$ cat src/rtl/uart_pkg.sv
// rtl/uart_pkg.sv - shared constants and state encoding for the UART frame scheduler
package uart_pkg;

    localparam int NCH_DEFAULT     = 4;
    localparam int TIMEOUT_DEFAULT = 1024;
    localparam int WORD_W          = 32;

    typedef enum logic [1:0] {
        IDLE      = 2'd0,
        ISSUE     = 2'd1,
        WAIT_BUSY = 2'd2,
        WAIT_FREE = 2'd3
    } state_t;

endpackage

$ cat src/rtl/rr_arbiter.sv
// rtl/rr_arbiter.sv - combinational round-robin arbiter starting after the last grant
module rr_arbiter
    import uart_pkg::*;
#(
    parameter int NCH = NCH_DEFAULT,
    parameter int IW  = $clog2(NCH)
) (
    input  logic [NCH-1:0] req,
    input  logic [IW-1:0]  last,
    output logic [NCH-1:0] gnt,
    output logic [IW-1:0]  idx
);

    logic [IW-1:0] cand;
    logic          found;

    // Scan channels last+1, last+2, ... wrapping; the last grantee has lowest priority.
    // Wrap relies on NCH being a power of two (index arithmetic overflows naturally).
    always_comb begin
        gnt   = '0;
        idx   = last;
        found = 1'b0;
        cand  = '0;
        for (int i = 1; i <= NCH; i++) begin
            cand = last + IW'(i);
            if (!found && req[cand]) begin
                gnt[cand] = 1'b1;
                idx       = cand;
                found     = 1'b1;
            end
        end
    end

endmodule

$ cat src/rtl/uart_frame_scheduler.sv
// rtl/uart_frame_scheduler.sv - per-channel word holding slots with round-robin issue to a UART framer
module uart_frame_scheduler
    import uart_pkg::*;
#(
    parameter int NCH     = NCH_DEFAULT,
    parameter int TIMEOUT = TIMEOUT_DEFAULT
) (
    input  logic                  clk,
    input  logic                  rst,
    input  logic [NCH-1:0]        req_valid,
    input  logic [WORD_W*NCH-1:0] req_data,
    input  logic [NCH-1:0]        req_test,
    input  logic                  enable,
    input  logic                  frm_busy,
    input  logic                  err_clr,
    output logic [WORD_W-1:0]     tx_float,
    output logic                  tx_valid,
    output logic                  tx_test,
    output logic [1:0]            grant_ch,
    output logic [NCH-1:0]        pending,
    output logic [NCH-1:0]        overrun,
    output logic                  timeout_err
);

    localparam int CW = $clog2(TIMEOUT);

    state_t             state;
    state_t             state_next;

    logic [WORD_W-1:0]  slot_data [NCH];
    logic [NCH-1:0]     slot_test;
    logic [NCH-1:0]     pending_q;
    logic [NCH-1:0]     overrun_q;
    logic               timeout_q;

    logic [WORD_W-1:0]  tx_float_q;
    logic               tx_test_q;
    logic [1:0]         last_grant;
    logic [CW-1:0]      cnt;

    logic [NCH-1:0]     arb_gnt;
    logic [1:0]         arb_idx;
    logic               issuing;
    logic               timeout_hit;
    logic [NCH-1:0]     issue_mask;
    logic [NCH-1:0]     ovr_set;

    rr_arbiter #(
        .NCH (NCH),
        .IW  (2)
    ) u_arb (
        .req  (pending_q),
        .last (last_grant),
        .gnt  (arb_gnt),
        .idx  (arb_idx)
    );

    // Next-state logic; enable is only consulted in IDLE so a frame in flight always completes.
    always_comb begin
        state_next  = state;
        issuing     = 1'b0;
        timeout_hit = 1'b0;
        case (state)
            IDLE: begin
                if (enable && !frm_busy && (|pending_q))
                    state_next = ISSUE;
            end
            ISSUE: begin
                issuing    = 1'b1;
                state_next = WAIT_BUSY;
            end
            WAIT_BUSY: begin
                if (frm_busy) begin
                    state_next = WAIT_FREE;
                end else if (cnt == CW'(TIMEOUT - 1)) begin
                    timeout_hit = 1'b1;
                    state_next  = IDLE;
                end
            end
            WAIT_FREE: begin
                if (!frm_busy)
                    state_next = IDLE;
            end
            default: state_next = IDLE;
        endcase
    end

    // A word arriving on a channel that is being issued this cycle replaces the slot
    // without counting as an overrun: the old word is leaving through tx_float.
    always_comb begin
        issue_mask = issuing ? arb_gnt : '0;
        ovr_set    = req_valid & pending_q & ~issue_mask;
    end

    // FSM state register.
    always_ff @(posedge clk or posedge rst) begin
        if (rst)
            state <= IDLE;
        else
            state <= state_next;
    end

    // Counts frm_busy-low cycles spent in WAIT_BUSY; cleared everywhere else.
    always_ff @(posedge clk or posedge rst) begin
        if (rst)
            cnt <= '0;
        else if (state == WAIT_BUSY && !frm_busy)
            cnt <= cnt + CW'(1);
        else
            cnt <= '0;
    end

    // Holding slots and pending flags; a new word always sets pending, even during its own issue.
    always_ff @(posedge clk or posedge rst) begin
        if (rst) begin
            for (int c = 0; c < NCH; c++)
                slot_data[c] <= '0;
            slot_test <= '0;
            pending_q <= '0;
        end else begin
            for (int c = 0; c < NCH; c++) begin
                if (req_valid[c]) begin
                    slot_data[c] <= req_data[WORD_W*c +: WORD_W];
                    slot_test[c] <= req_test[c];
                    pending_q[c] <= 1'b1;
                end else if (issue_mask[c]) begin
                    pending_q[c] <= 1'b0;
                end
            end
        end
    end

    // Sticky error flags; a setting event in the same cycle beats err_clr.
    always_ff @(posedge clk or posedge rst) begin
        if (rst) begin
            overrun_q <= '0;
            timeout_q <= 1'b0;
        end else begin
            for (int c = 0; c < NCH; c++) begin
                if (ovr_set[c])
                    overrun_q[c] <= 1'b1;
                else if (err_clr)
                    overrun_q[c] <= 1'b0;
            end
            if (timeout_hit)
                timeout_q <= 1'b1;
            else if (err_clr)
                timeout_q <= 1'b0;
        end
    end

    // Latch the issued word and grant so they stay on the outputs until the next issue.
    always_ff @(posedge clk or posedge rst) begin
        if (rst) begin
            tx_float_q <= '0;
            tx_test_q  <= 1'b0;
            last_grant <= 2'(NCH - 1);
        end else if (issuing) begin
            tx_float_q <= slot_data[arb_idx];
            tx_test_q  <= slot_test[arb_idx];
            last_grant <= arb_idx;
        end
    end

    // During ISSUE the selected slot is shown directly, giving the two-cycle request-to-launch latency.
    always_comb begin
        tx_valid    = issuing;
        tx_float    = issuing ? slot_data[arb_idx] : tx_float_q;
        tx_test     = issuing ? slot_test[arb_idx] : tx_test_q;
        grant_ch    = issuing ? arb_idx : last_grant;
        pending     = pending_q;
        overrun     = overrun_q;
        timeout_err = timeout_q;
    end

endmodule

$ cat config.mk
export PLATFORM = sky130hd
export DESIGN_NAME = uart_frame_scheduler
export DESIGN_NICKNAME = d
export VERILOG_FILES = /design/src/rtl/uart_pkg.sv /design/src/rtl/rr_arbiter.sv /design/src/rtl/uart_frame_scheduler.sv
export SDC_FILE = /design/constraint.sdc
export NUM_CORES = 1
export LEC_CHECK = 0
export CAP_MARGIN = 20
export CORE_AREA = 3 3 162 164
export DETAILED_ROUTE_END_ITERATION = 16
export DIE_AREA = 0 0 165 167
export HOLD_SLACK_MARGIN = 0.1
export PLACE_DENSITY_LB_ADDON = 0.1
export SYNTH_ARGS = -nofsm -noshare
export SYNTH_HDL_FRONTEND = slang
export SYNTH_SLANG_ARGS = --single-unit
$ cat constraint.sdc
create_clock -name clk -period 15.4 [get_ports clk]
set_input_delay 1.54 -clock clk [delete_from_list [all_inputs] [get_ports clk]]
set_output_delay 1.54 -clock clk [all_outputs]
set_load 0.05 [all_outputs]
-- Word level (Yosys, flattened, before mapping)
Cells that the tools add are included.
Widths: inputs -> output; s select.
- equality and inequality tests: 7
- mux-type cells: 60
- divide/modulo/power cells: 0
- $mul: 0
- reduce and logical (&&, ||, !) cells: 26
- order comparisons: 10
- $add $sub $neg: 4
- shifts and indexed selects: 0
- bitwise gates (word level): 7
- operators by type and width (kind ; count):
    $mux 32 ; 3
    $bmux 32 s2 ; 1
    $mux 1 ; 31
    $mux 4 ; 5
    $mux 2 ; 9
    $reduce_bool 2->1 ; 9
    $lt 2x3->1 const B ; 5
    $or 4x4->4 ; 3
    $add 10x1->10 const B ; 1
    $bmux 1 s2 ; 5
    $eq 10x10->1 const B ; 1
    $logic_and 1x1->1 ; 10
    $mux 10 ; 1
    $and 4x4->4 ; 2
    $demux 1 s2 ; 4
    $ge 2x1->1 const B ; 4
    $pmux 2 s4 ; 1
    $add 2x2->2 const B ; 2
    $eq 2x2->1 const B ; 2
    $logic_not 1->1 ; 4
    $ne 2x2->1 const B ; 2
    $not 4->4 ; 1
    $reduce_or 4->1 ; 1
    $ge 3x3->1 const B ; 1
    other kinds (6) ; 6
- output and inout bits: 45
- memory bits (writable): 0
- logic and storage cells: 136
- bits in registers: 188
- ROM bits: 0
- latch bits: 0
- memories: 0
- input port bits: 141

-- Logic depth before layout (Yosys ltp)
- depth after elaboration: 18
- depth in mapped cells: 15
- gate-level depth less buffers: 8

-- By module
From an unflattened synthesis, not the netlist that was laid out.
- cells, all modules: 519
- area total of the unflattened synthesis: 8441.8 µm²
- by module, submodules not included (module ; instances ; area each (µm²) ; sequential area each (µm²) ; cells each):
    uart_frame_scheduler ; 1 ; 8012.7 ; 4707.0 ; 477
    rr_arbiter ; 1 ; 429.2 ; 0.0 ; 42

-- Least setup slack after synthesis
OpenSTA, ideal clock, no wires.
- path kind: reg2out
- start point: register last_grant[0]
- end point: output port tx_float[15]
- cell stages (with the launch flop): 15
- setup slack: 9.344 ns
- data required time: 13.860 ns
- data arrival time: 4.516 ns
- buffers on the path: 6
- cells stage by stage: dfstp_2 -> buf_6 -> clkbuf_1 -> inv_2 -> clkbuf_1 -> clkbuf_1 -> ha_1 -> buf_2 -> mux2i_1 -> mux2i_1 -> or3_4 -> mux2_4 -> buf_2 -> nor3_1 -> o31ai_1
- longest elaborated chain between the ends: 18
- RTL lines (what ; line ; RTL):
    start, declared ; uart_frame_scheduler.sv:38 ; logic [1:0] last_grant;
    start signal, assigned ; uart_frame_scheduler.sv:157 ; last_grant <= 2'(NCH - 1);
    start signal, assigned ; uart_frame_scheduler.sv:161 ; last_grant <= arb_idx;
    $add 2x1->2 ; rr_arbiter.sv:25 ; cand = last + IW'(i);
    $bmux 1 s2 ; rr_arbiter.sv:26 ; if (!found && req[cand]) begin
    $mux 1 (implied by the code) ; rr_arbiter.sv:26 ;
    $mux 1 ; rr_arbiter.sv:26 ;
    $logic_not 1->1 ; rr_arbiter.sv:26 ;
    $logic_and 1x1->1 ; rr_arbiter.sv:26 ;
    $mux 1 ; rr_arbiter.sv:26 ;
    $logic_not 1->1 ; rr_arbiter.sv:26 ;
    $logic_and 1x1->1 ; rr_arbiter.sv:26 ;
    $mux 1 ; rr_arbiter.sv:26 ;
    $logic_not 1->1 ; rr_arbiter.sv:26 ;
    $logic_and 1x1->1 ; rr_arbiter.sv:26 ;
    $mux 2 (*) ; rr_arbiter.sv:26 ;
    $not 2->3 (implied by the code) (*) ; uart_frame_scheduler.sv:168 ; tx_float = issuing ? slot_data[arb_idx] : tx_float_q;
    $bmux 32 s2 (*) ; uart_frame_scheduler.sv:168 ;
    $mux 32 (implied by the code) (*) (2 in series) ; uart_frame_scheduler.sv:168 ;
    $mux 32 (*) ; - ;
    end, declared ; uart_frame_scheduler.sv:16 ; output logic [WORD_W-1:0] tx_float,
Every way passes the cells marked *; elsewhere a longest branch is shown, timed or not. The select of a mux whose other input is x is not followed.

-- Worst setup path after layout
- start point: register last_grant[0]
- end point: output port tx_float[31]
Same word-level chain as after synthesis.

==> reports/summary.txt <==
Remaining DRCs - 0
pwr/cell area - 186 nW/um^2
Psw - 1.09 mW
Die W - 165 um
hpwl dp - 16800 um
clock latency on the worst-skew pair - 440 ps
Fin. Hold Viols - 0
drt total wl - 26700 um
setup TNS - 0 ps
Post-CTS Repair Setup Buffers - 0
Max-Cap Viols - 0
synth unique cells - 50
Slew Limit Fails - 0
outcome - complete, no violations
Max Fclk - 143 MHz
Worst-Margin Slew - 1040 ps
Pint - 1.22 mW
cell area after layout - 12500 sq um
fillcell total - 2331
share of cells above drive strength 1 - 0.181
cts bufs inserted - 17
die area - 27600 sq um
drt pass-1 iters - 5
post-cts sizing count - 0
Hold Crit Class - flip-flop to flip-flop
CTS Hold Bufs - 0
CP Data Arrival Time - 5470 ps
initial antenna violation count - 2
largest net degree at the start of global routing - 138
via/cell ratio - 5.28
post-synthesis instance total - 1057
Port Buffers - 185
Nets - 1336
sequential cell area fraction in the yosys report - 0.476
Max clock buf depth - 2
clock share of power - 0.186
Seq pwr share - 0.288
CP Launch Type - flip-flop
H-tree depth - 4
number of global-route vias before repair - 7881
Placer Congestion - 0.766
CTS tree - built
clock sinks - 188
Synth Cell Area - 9900 sq um
largest cells by area after synthesis - dfrtp_1 (47%), mux2_2 (15%), nand2_1 (12%), a21oi_1 (6.9%), nor3_1 (2.7%)
io pins - 186
final worst-path cycle share - 0.455
Gate power share - 0.526
total grt overflow - 0
time the worst path needs with I/O delays and setup - 7010 ps
Initial DRC Count - 510
Synth top area share - 0.470
Avg Synthesized Cell Area - 9.36 sq um
CP Data Required Time - 13860 ps
worst-path maximum fanout - 68
sw frac - 0.472
Core Footprint - 25000 sq um
worst setup path category - flip-flop to output pin
#FFs+latches synth - 188
total of warnings raised by yosys - 0
CP Capture Type - output pin
ANT cells - 0
WL/cell - 17.5 um
gr usage total - 0.198
worst setup skew after layout - 10.8 ps
Initial Util - 0.395
Post-Syn Nets - 1207
placed cell area - 11900 sq um
CTS clk-pin slew, worst paths - 80 ps
Via Count - 8077
# rows - 58
Synth area leader - dfrtp_1
Peak VDD IR - 0.000181 V
chip height - 167 um
unrepaired setup endpoints after global routing - no
LEAKAGE - 5.18 nW
first-pass GRT wire length - 43200 um
DRT antenna net count - 0
slew margin rel. - 0.307
Final setup violation count - 0
root buffer cell - clkbuf_16
area grow syn2layout - 25.8%
==> cells in the mapped netlist, drive strengths merged <==
library cell	n
a32o	1
buf	23
nand4	2
xor2	4
nor3b	1
dfrtp	186
dfstp	2
o21a	1
or3b	1
o2bb2ai	4
mux4	2
xnor2	4
o31ai	33
a31o	1
a2111oi	1
inv	11
o211ai	1
nand3	4
nand4b	1
nand3b	2
mux2i	4
ha	9
and3b	1
a31oi	2
o221ai	1
or3	2
a21o	2
nand2	321
mux2	135
a21oi	136
o21bai	3
clkbuf	58
a22oi	4
nor2	13
nor2b	1
o21ai	9
nand2b	2
nor3	67
and3	1
o22ai	1
==> state kept, by name (all words and copies together), names as in the netlist, 2 cells and up <==
register and flops:
tx_float_q 32, state 2, last_grant 2, cnt 10, pending 4, slot_test 4
overrun 4, slot_data 128
==> worst max-delay path: stages, from the launching register on <==
cell             delay (ps)
dfstp_4                1030
inv_4                   410
ha_1                    550
mux2i_1                 250
mux2i_1                 190
or3_4                   480
mux2i_4                 270
buf_4                   440
nor3_1                  120
o31ai_1                 390
clkdlybuf4s50_1         880
==> cells in the final DEF, fill, tap and decap left out, types with 5 or more instances in the layout <==
| master | count |
|---|---|
| o21ai_0 | 8 |
| clkbuf_16 | 17 |
| clkdlybuf4s50_1 | 181 |
| dfrtp_1 | 186 |
| nor3_2 | 13 |
| nor3_1 | 54 |
| o31ai_2 | 13 |
| nand2_1 | 321 |
| inv_1 | 8 |
| a21oi_1 | 136 |
| nor2_1 | 13 |
| mux2_2 | 134 |
| buf_4 | 5 |
| inv_8 | 5 |
| o31ai_1 | 20 |
| ha_1 | 9 |
==> cells by family (layout without fill, tap and decap cells) <==
logic type	after synthesis	count (layout)	share of synthesized area
mux	141	141	0.164
simple gates	419	419	0.180
compound gates	200	200	0.122
buf+inv	92	234	0.0401
xor+xnor	8	8	0.00708
fa+ha+maj	9	9	0.0114
flops	188	188	0.476
==> power by group through the flow <==
stage	Clock, mW	Sequential, mW	Combinational, mW
final	0.430	0.666	1.22
after global routing	0.463	0.681	1.33
after CTS	0.443	0.666	1.23
after detailed placement	0	0.676	1.23
after global placement	0	0.673	1.22
after floorplan	0	0.642	0.920
==> stage by stage <==
step           worst slack (ps)  cells   util  power, mW  hold WS [ps]
2_1_floorplan              8750   1057      -       1.56           433
3_3_place_gp               8900   1496  0.474       1.89           452
3_5_place_dp               8820   1496  0.474       1.91           450
4_1_cts                    8350   1528  0.496       2.34           461
5_1_grt                    7980   1529  0.497       2.47           474
6_report                   8390   1529  0.497       2.31           459
==> final timing paths <==
check / cells past startpoint / slack (ps) / to / from
worst min-delay path: 1 / 460 / cnt[0]$_DFF_PP0_ / cnt[0]$_DFF_PP0_
worst min register to register: 1 / 460 / cnt[0]$_DFF_PP0_ / cnt[0]$_DFF_PP0_
worst max register to register: 9 / 11070 / tx_float_q[4]$_DFF_PP0_ / last_grant[0]$_DFF_PP1_
min in group asynchronous: 2 / 1490 / slot_data[28]$_DFFE_PP0P_ / rst
worst max-delay path: 10 / 8390 / tx_float[31] / last_grant[0]$_DFF_PP1_
max in group asynchronous: 3 / 12930 / slot_data[64]$_DFFE_PP0P_ / rst
==> metal layers <==
metal | track usage | up-vias | wire length (um)
met5 | 0 | - | 27
met4 | 0.0518 | 4 | 370
met3 | 0.0470 | 31 | 1580
met2 | 0.318 | 217 | 12900
met1 | 0.270 | 3941 | 11800
li1 | - | 3884 | -
==> cell type report <==
| class | instances | area [sq um] | area share |
|---|---|---|---|
| timing repair buffer | 191 | 1900 | 0.152 |
| clock buffer | 18 | 439 | 0.0353 |
| multi-input combinational | 777 | 4820 | 0.387 |
| inverter | 11 | 51.3 | 0.00412 |
| sequential | 188 | 4710 | 0.378 |
| clock inverter | 14 | 124 | 0.00995 |
| tap | 330 | 413 | 0.0332 |
Power figures use the tool's default switching activity.
